<file path="src/rtl/stack_ops.sv">
// stack_ops: Forth-style stack with the top of stack held in a register and
// the remaining cells in a flop array. Executes one manipulation opcode per
// clock. Illegal operations are suppressed and raise sticky error flags.
module stack_ops #(
  parameter int DSZ   = 32,
  parameter int DEPTH = 16,
  parameter int SSZ   = $clog2(DEPTH)
) (
  input  logic           clk,
  input  logic           rst,
  input  logic           en,
  input  logic [3:0]     op,
  input  logic [DSZ-1:0] vi,
  input  logic [SSZ-1:0] n,
  input  logic           clr_err,
  output logic [DSZ-1:0] tos,
  output logic [DSZ-1:0] s0,
  output logic [DSZ-1:0] s1,
  output logic [SSZ:0]   cnt,
  output logic           empty,
  output logic           full,
  output logic           err_ovf,
  output logic           err_udf
);

  typedef enum logic [3:0] {
    OP_NOP  = 4'd0,
    OP_PUSH = 4'd1,
    OP_POP  = 4'd2,
    OP_LOAD = 4'd3,
    OP_DUP  = 4'd4,
    OP_SWAP = 4'd5,
    OP_OVER = 4'd6,
    OP_ROT  = 4'd7,
    OP_PICK = 4'd8
  } op_e;

  localparam logic [SSZ:0] C0        = (SSZ+1)'(0);
  localparam logic [SSZ:0] C1        = (SSZ+1)'(1);
  localparam logic [SSZ:0] C2        = (SSZ+1)'(2);
  localparam logic [SSZ:0] C3        = (SSZ+1)'(3);
  localparam logic [SSZ:0] CNT_FULL  = (SSZ+1)'(DEPTH);

  // Architectural state
  logic [DSZ-1:0] tos_q, tos_d;
  logic [SSZ:0]   cnt_q, cnt_d;
  logic           ovf_q, ovf_d;
  logic           udf_q, udf_d;
  logic [DSZ-1:0] body_q [DEPTH-1];

  // Derived body indices (body[cnt-1] is the slot just below a new TOS)
  logic [SSZ-1:0] idx_m1_s, idx_m2_s, idx_m3_s, pick_idx_s;
  logic [DSZ-1:0] s0_s, s1_s, pick_val_s;
  logic           is_full_s;

  // Body write ports: port 0 is the general push slot, port 1 rewrites s0
  logic           wr0_en_s, wr1_en_s;
  logic [SSZ-1:0] wr0_idx_s;
  logic [DSZ-1:0] wr0_data_s;
  logic           set_ovf_s, set_udf_s;

  assign idx_m1_s   = SSZ'(cnt_q - C1);
  assign idx_m2_s   = SSZ'(cnt_q - C2);
  assign idx_m3_s   = SSZ'(cnt_q - C3);
  assign pick_idx_s = SSZ'(cnt_q - C1 - {1'b0, n});
  assign is_full_s  = (cnt_q == CNT_FULL);

  // Second and third cells read straight from the body, zero when absent
  always_comb begin
    s0_s = {DSZ{1'b0}};
    s1_s = {DSZ{1'b0}};
    if (cnt_q >= C2) begin
      s0_s = body_q[idx_m2_s];
    end else begin
      s0_s = {DSZ{1'b0}};
    end
    if (cnt_q >= C3) begin
      s1_s = body_q[idx_m3_s];
    end else begin
      s1_s = {DSZ{1'b0}};
    end
  end

  // Cell selected by PICK: index 0 is the TOS register itself
  always_comb begin
    pick_val_s = tos_q;
    if ((n == {SSZ{1'b0}}) || ({1'b0, n} >= cnt_q)) begin
      pick_val_s = tos_q;
    end else begin
      pick_val_s = body_q[pick_idx_s];
    end
  end

  // Opcode decode: precondition checks, next TOS/count and body writes
  always_comb begin
    tos_d      = tos_q;
    cnt_d      = cnt_q;
    wr0_en_s   = 1'b0;
    wr0_idx_s  = idx_m1_s;
    wr0_data_s = tos_q;
    wr1_en_s   = 1'b0;
    set_ovf_s  = 1'b0;
    set_udf_s  = 1'b0;
    if (en) begin
      case (op)
        OP_PUSH: begin
          if (is_full_s) begin
            set_ovf_s = 1'b1;
          end else begin
            tos_d    = vi;
            cnt_d    = cnt_q + C1;
            wr0_en_s = (cnt_q >= C1);
          end
        end
        OP_POP: begin
          if (cnt_q == C0) begin
            set_udf_s = 1'b1;
          end else begin
            tos_d = s0_s;
            cnt_d = cnt_q - C1;
          end
        end
        OP_LOAD: begin
          if (cnt_q == C0) begin
            set_udf_s = 1'b1;
          end else begin
            tos_d = vi;
          end
        end
        OP_DUP: begin
          if (cnt_q == C0) begin
            set_udf_s = 1'b1;
          end else if (is_full_s) begin
            set_ovf_s = 1'b1;
          end else begin
            wr0_en_s = 1'b1;
            cnt_d    = cnt_q + C1;
          end
        end
        OP_SWAP: begin
          if (cnt_q < C2) begin
            set_udf_s = 1'b1;
          end else begin
            tos_d    = s0_s;
            wr1_en_s = 1'b1;
          end
        end
        OP_OVER: begin
          if (cnt_q < C2) begin
            set_udf_s = 1'b1;
          end else if (is_full_s) begin
            set_ovf_s = 1'b1;
          end else begin
            wr0_en_s = 1'b1;
            tos_d    = s0_s;
            cnt_d    = cnt_q + C1;
          end
        end
        OP_ROT: begin
          if (cnt_q < C3) begin
            set_udf_s = 1'b1;
          end else begin
            // third cell comes up to TOS; old s0 sinks to s1, old TOS to s0
            tos_d      = s1_s;
            wr0_en_s   = 1'b1;
            wr0_idx_s  = idx_m3_s;
            wr0_data_s = s0_s;
            wr1_en_s   = 1'b1;
          end
        end
        OP_PICK: begin
          if ({1'b0, n} >= cnt_q) begin
            set_udf_s = 1'b1;
          end else if (is_full_s) begin
            set_ovf_s = 1'b1;
          end else begin
            wr0_en_s = 1'b1;
            tos_d    = pick_val_s;
            cnt_d    = cnt_q + C1;
          end
        end
        default: begin
          tos_d = tos_q;
        end
      endcase
    end else begin
      tos_d = tos_q;
    end
  end

  // Sticky error flags: a new violation beats a simultaneous clear
  always_comb begin
    ovf_d = ovf_q;
    udf_d = udf_q;
    if (set_ovf_s) begin
      ovf_d = 1'b1;
    end else if (clr_err) begin
      ovf_d = 1'b0;
    end else begin
      ovf_d = ovf_q;
    end
    if (set_udf_s) begin
      udf_d = 1'b1;
    end else if (clr_err) begin
      udf_d = 1'b0;
    end else begin
      udf_d = udf_q;
    end
  end

  // TOS, depth and flag registers with asynchronous reset
  always_ff @(posedge clk or posedge rst) begin
    if (rst) begin
      tos_q <= {DSZ{1'b0}};
      cnt_q <= C0;
      ovf_q <= 1'b0;
      udf_q <= 1'b0;
    end else begin
      tos_q <= tos_d;
      cnt_q <= cnt_d;
      ovf_q <= ovf_d;
      udf_q <= udf_d;
    end
  end

  // Body array: not reset, only cells below the valid depth are ever read
  always_ff @(posedge clk) begin
    for (int i = 0; i < DEPTH - 1; i++) begin
      if (wr0_en_s && (wr0_idx_s == SSZ'(i))) begin
        body_q[i] <= wr0_data_s;
      end
      if (wr1_en_s && (idx_m2_s == SSZ'(i))) begin
        body_q[i] <= tos_q;
      end
    end
  end

  assign tos     = tos_q;
  assign s0      = s0_s;
  assign s1      = s1_s;
  assign cnt     = cnt_q;
  assign empty   = (cnt_q == C0);
  assign full    = is_full_s;
  assign err_ovf = ovf_q;
  assign err_udf = udf_q;

endmodule

</file>
<file path="config.mk">
export PLATFORM = sky130hd
export DESIGN_NAME = stack_ops
export DESIGN_NICKNAME = d
export VERILOG_FILES = /design/src/rtl/stack_ops.sv
export SDC_FILE = /design/constraint.sdc
export NUM_CORES = 2
export LEC_CHECK = 0
export CAP_MARGIN = 40
export CORE_MARGIN = 2
export CORE_UTILIZATION = 40
export CTS_BUF_LIST = sky130_fd_sc_hd__clkbuf_4 sky130_fd_sc_hd__clkbuf_8
export CTS_CLUSTER_DIAMETER = 120
export DETAILED_ROUTE_END_ITERATION = 10
export GPL_TIMING_DRIVEN = 1
export PLACE_DENSITY = 0.53
export SKIP_LAST_GASP = 1
export SYNTH_ARGS = -nofsm -noshare
export SYNTH_HDL_FRONTEND = slang
export SYNTH_SLANG_ARGS = --single-unit
</file>
<file path="constraint.sdc">
create_clock -name clk -period 5.8 [get_ports clk]
set_input_delay 1.16 -clock clk [delete_from_list [all_inputs] [get_ports clk]]
set_output_delay 1.16 -clock clk [all_outputs]
set_load 0.05 [all_outputs]
</file>
# After elaboration in Yosys (flattened, before gate mapping)
# Memories as Yosys holds them, arrays and structs flattened.
# Index checks and enable logic that the tools add are counted.
# op_classes
reduce_logical	56
n_lt_le_gt_ge	6
n_bitwise	15
muxes	165
addsub	5
eq_ne	48
# ops
op	n
two-way mux 32 bit	43
OR reduction 32 bit	13
one-hot mux 32 bit (7 select lines)	1
two-way mux 1 bit	95
two-way mux 4 bit	16
equality test 4 bit (second input constant)	15
equality test 4 x 3 -> 1 bit (second input constant)	12
logical AND 1 bit	30
two-way mux 5 bit	5
one-hot mux 5 bit (5 select lines)	1
equality test 4 x 2 -> 1 bit (second input constant)	6
!= test 2 bit (second input constant)	11
bitwise OR 1 bit	15
equality test 4 x 1 -> 1 bit (second input constant)	3
logical NOT 4 bit	3
AND reduction 12 bit	1
>= comparator 5 x 2 -> 1 bit (second input constant)	2
< comparator 5 x 2 -> 1 bit (second input constant)	2
one-hot mux 1 bit (4 select lines)	2
subtractor 4 x 2 -> 4 bit (second input constant)	2
nonzero test 7 bit	1
AND reduction 6 bit	1
adder 5 x 1 -> 5 bit (second input constant)	1
equality test 5 bit (second input constant)	1
other kinds (12)	13
# word_totals
out_inout_bits	105
inputBits	44
reg_bits	39
word_cells	300
ramBits	480
memories	1
# memory_table
memory	words	width	read_ports	rd_ports_with_merged_regs	wr	line_no	source
body_q	15	32	3	0	2	49	logic [DSZ-1:0] body_q [DEPTH-1];

# Logic depth before layout (Yosys ltp)
# depth
word_depth	17
ltp_mapped	17
ltp_nobuf	11

# Least setup slack after synthesis
# OpenSTA, ideal clock, no wires.
# synth_path
path_kind	register to register
from	reg cnt_q[1] (netlist: cnt[1])
to	mem body_q[2][0], enable pin
n_path_buf	4
t_required_ns	5.334
period_less_slack_ns	5.717
slack_ns	0.083
setup_time_ns	0.466
t_arrival_ns	5.251
path_stages_with_launch	14
cell_sequence	dfrtp_1 > clkbuf_1 > buf_1 > buf_2 > buf_2 > inv_1 > ha_1 > nor3b_2 > nor3b_1 > o21ai_0 > o21ai_0 > a22o_1 > nand2_1 > o21ai_0
# synth_rtl
item	line_no	source
start: declaration	46	logic [SSZ:0] cnt_q, cnt_d;
start signal: assignment	220	cnt_q <= cnt_d;
end: declaration	49	

# Worst setup path in the final report
# layout_path
from	reg cnt_q[1] (netlist: cnt[1])
to	out s0[23]
# layout_via
elab_chain_cells	3
word_cells_on_any_way	4
classes_between	add/sub: 1; order compare: 1; mux: 1; memory: 1
# layout_rtl
item	line_no	source
subtractor 4 x 2 -> 4 bit	63	assign idx_m2_s = SSZ'(cnt_q - C2);
memory (15 x 32 bit)	--	
two-way mux 32 bit *	72	if (cnt_q >= C2) begin
end: declaration	17	output logic [DSZ-1:0] s0,
# Mark *: on every way between the ends. The rest lies on a longest branch, timed or not.

==> flow_results.xml <==
<?xml version="1.0" encoding="UTF-8"?>
<metrics>
  <group name="synth">
    <metric name="synth.top_cells.by_area" unit="">edfxtp_1, mux4_2, mux2_2, mux2i_1, dfrtp_1</metric>
    <metric name="post_synth_mux_area_share" unit="%">37.9</metric>
    <metric name="yosys_register_bits" unit="">519</metric>
    <metric name="netlist_area" unit="um2">36400</metric>
    <metric name="synth_seq_area_share" unit="%">42.3</metric>
    <metric name="fraction_of_post_synthesis_cell_area_in_the_top_cell_type_by_area" unit="%">39.6</metric>
    <metric name="postSynth.topFlopCell" unit="">edfxtp_1</metric>
    <metric name="syn-instance-count" unit="">2797</metric>
    <metric name="synthArstFlopShare" unit="%">7.51</metric>
    <metric name="synth_simple_gate_area_share" unit="%">7.34</metric>
    <metric name="synthXorXnorAreaFrac" unit="%">0.406</metric>
    <metric name="synth-adder-area-share" unit="%">0.605</metric>
    <metric name="netlist.top_cell.by_area" unit="">edfxtp_1</metric>
    <metric name="netlist-cell-type-count" unit="">65</metric>
    <metric name="synth-compound-area-share" unit="%">7.08</metric>
    <metric name="synth_fp_nets" unit="">2858</metric>
    <metric name="dominant_combinational_cell_family_by_area_after_synthesis" unit="">multiplexers</metric>
    <metric name="yosysWarnings" unit="">0</metric>
    <metric name="syn-mean-instance-area" unit="um2">13.0</metric>
    <metric name="synth-edff-count" unit="">480</metric>
  </group>
  <group name="drt">
    <metric name="avgViaCountPerCell" unit="">6.67</metric>
    <metric name="avgRoutedWirePerCell" unit="um">33.8</metric>
    <metric name="drt_iter0_markers" unit="">3056</metric>
    <metric name="finalWirelength" unit="um">140000</metric>
    <metric name="detail_route.first_pass.iterations" unit="">5</metric>
    <metric name="detail_route.drc_violations" unit="">0</metric>
    <metric name="antenna_left" unit="">0</metric>
    <metric name="routed-via-count" unit="">27597</metric>
  </group>
  <group name="finish">
    <metric name="layout-drive-gt1-share" unit="%">40.7</metric>
    <metric name="stdcell_count" unit="">4139</metric>
    <metric name="most_frequent_cells_in_the_layout" unit="">mux2_2, edfxtp_1, mux4_2</metric>
    <metric name="areaGrowthSynthToFinish" unit="%">15.7</metric>
    <metric name="layout.cells.most_common" unit="">mux2_2</metric>
    <metric name="num-nets-final" unit="">2937</metric>
    <metric name="number_of_filler_cells_placed_in_the_layout" unit="">7949</metric>
  </group>
  <group name="worst_hold_path">
    <metric name="class_of_the_tightest_hold_or_removal_check" unit="">reg -&gt; reg</metric>
    <metric name="timing.hold.worst_path_depth" unit="">2</metric>
  </group>
  <group name="critical_path">
    <metric name="worst-r2r-setup-slack" unit="ns">0.72</metric>
    <metric name="setup.worst_path.end" unit="">s0[23]</metric>
    <metric name="startpoint_type" unit="">flip-flop</metric>
    <metric name="arrival" unit="ns">4.45</metric>
    <metric name="timing.critical_path.cells" unit="">buf_12 &gt; ha_1 &gt; nand2b_1 &gt; and2_2 &gt; nor2_1 &gt; clkdlybuf4s50_1</metric>
    <metric name="worst-r2r-cell-count" unit="">11</metric>
    <metric name="crit_path_max_fanout" unit="">123</metric>
    <metric name="timing.rr.end" unit="">tos[28]</metric>
    <metric name="critPathRequiredTime" unit="ns">4.64</metric>
    <metric name="timing.critical_path.buf_inv" unit="">2</metric>
    <metric name="worstSetupPathType" unit="">reg -&gt; out</metric>
    <metric name="setup.worst_path.end_class" unit="">primary output</metric>
    <metric name="cpMaxStageDelayCell" unit="">clkdlybuf4s50_1</metric>
    <metric name="timing.rr.start" unit="">cnt[0]</metric>
    <metric name="crit_family" unit="">buffers and inverters</metric>
    <metric name="worstSetupPathDepth" unit="">6</metric>
    <metric name="critical_path.startpoint" unit="">cnt[1]</metric>
    <metric name="cp_slowest_stage_delay" unit="ns">0.90</metric>
  </group>
  <group name="timing">
    <metric name="finalCriticalPeriod" unit="ns">5.61</metric>
    <metric name="post_route_setup_tns" unit="ns">0</metric>
    <metric name="report.final.setup_viol" unit="">0</metric>
    <metric name="maxSlewViolCount" unit="">0</metric>
    <metric name="fmaxAchievable" unit="GHz">0.178</metric>
    <metric name="tightest_slew" unit="ns">1.01</metric>
    <metric name="grt_setup_unrepaired" unit="">no</metric>
    <metric name="timing.final.hold_violations" unit="">0</metric>
    <metric name="period_share" unit="%">96.8</metric>
    <metric name="skew" unit="ns">0.0368</metric>
    <metric name="timing.max_slew.rel_slack" unit="%">32.8</metric>
  </group>
  <group name="clock_network">
    <metric name="cts-htree-levels" unit="">3</metric>
    <metric name="cts.hold.buffers_added" unit="">0</metric>
    <metric name="tritoncts" unit="">built</metric>
    <metric name="path_clk_slew" unit="ns">0.06</metric>
    <metric name="worst_skew_pair.late_latency" unit="ns">0.74</metric>
    <metric name="ctsRootBufferMaster" unit="">clkbuf_8</metric>
    <metric name="tritoncts_num_sinks" unit="">519</metric>
    <metric name="cts_buffers" unit="">99</metric>
    <metric name="ctsLongestPathBuffers" unit="">3</metric>
  </group>
  <group name="floorplan">
    <metric name="dieHeight" unit="um">306</metric>
    <metric name="core_area" unit="um2">90000</metric>
    <metric name="die-area" unit="um2">93400</metric>
    <metric name="core.rowCount" unit="">110</metric>
    <metric name="io-pin-count" unit="">149</metric>
    <metric name="effective_utilization_at_floorplan" unit="%">40.4</metric>
    <metric name="dieWidth" unit="um">306</metric>
  </group>
  <group name="global_route">
    <metric name="grt-ovfl-total" unit="">0</metric>
    <metric name="number_of_global_route_vias_before_repair" unit="">27909</metric>
    <metric name="grt_first_pass_wirelength" unit="um">201000</metric>
    <metric name="grt_use_total" unit="%">29.6</metric>
    <metric name="antenna_found_initial" unit="">3</metric>
    <metric name="grt_start_max_net_pins" unit="">124</metric>
  </group>
  <group name="run">
    <metric name="maxCapViolations" unit="">0</metric>
  </group>
  <group name="placed_design">
    <metric name="dpl_hpwl" unit="um">86200</metric>
    <metric name="placedCellCount" unit="">3951</metric>
    <metric name="io_buffer_count" unit="">148</metric>
    <metric name="gp_congestion" unit="">0.886</metric>
  </group>
  <group name="run_status">
    <metric name="status" unit="">finished, final reports clean</metric>
  </group>
</metrics>
state kept, by name, summed over array words and instances, names as in the netlist:
name and cells:
body_q 480, err_ovf 1, cnt 5, tos 32, err_udf 1
area by class of cell:
| class | instances | area (um2) | area share, % |
|---|---|---|---|
| clock buffer | 140 | 1780 | 4.24 |
| timing repair buffer | 294 | 3140 | 7.47 |
| clock inverter | 47 | 449 | 1.07 |
| multi-input combinational | 1939 | 19800 | 46.9 |
| sequential | 519 | 15400 | 36.6 |
| inverter | 23 | 86.3 | 0.205 |
| tap | 1176 | 1470 | 3.50 |
| antenna | 1 | 2.50 | 0.00594 |
metrics by stage:
stage	worst slack (ns)	util, %	cell area (um2)	hold WS (ns)
after global placement	0.581	44.0	39600	0.515
after floorplan	0.0834	-	36400	0.748
final	0.187	46.8	42100	0.543
after global routing	0.0705	46.8	42100	0.559
after detailed placement	0.627	44.3	39900	0.541
after CTS	0.115	46.8	42100	0.552
Yosys cell counts, drive strengths merged (16+ instances only):
cell and instances:
dfrtp 39, mux2 521, ha 16, nand3 38
buf 137, edfxtp 480, mux2i 189, clkbuf 179
nand2 174, inv 22, a21o 18, a211oi 33
o31ai 36, a21oi 63, o22ai 35, and2 25
nor3 40, a2111oi 36, o21ai 73, a22o 16
and3 59, nor4bb 16, nor2 151, mux4 268
tightest hold or removal path, delay by kind of cell (launching register included):
| kind | cells | cell delay, ns |
|---|---|---|
| flops | 1 | 0.38 |
| buf+inv | 1 | 0.05 |
| compound gates | 1 | 0.07 |
per-layer routing:
layer	GRT usage (%)	part of all wire [%]
met1	40.1	41
met2	46.5	46
met3	6.24	9.5
met4	11.7	3.9
met5	0	0
how the worst min path moves through the flow:
stage	from	to	slack, ns
finish	err_ovf	err_ovf	0.54
global route	err_ovf	err_ovf	0.56
detailed placement	err_ovf	err_ovf	0.54
floorplan	err_ovf	err_ovf	0.75
global placement	err_ovf	err_ovf	0.52
CTS	err_ovf	err_ovf	0.55
kinds of logic after synthesis:
family | count (synthesis)
flip-flops | 519
AND/OR/NAND/NOR | 554
AO/OA/AOI/OAI | 374
XOR/XNOR | 16
buffers and inverters | 339
multiplexers | 978
adder cells (fa/ha/maj) | 17
what timing repair did:
item / CTS / global route
resized for setup: 0 / 1
buffers inserted: 0 / 0
setup endpoints to repair: 0 / 1
Power is not shown: default switching activity piles up to over one toggle a cycle in this logic, so the estimate is an artifact.
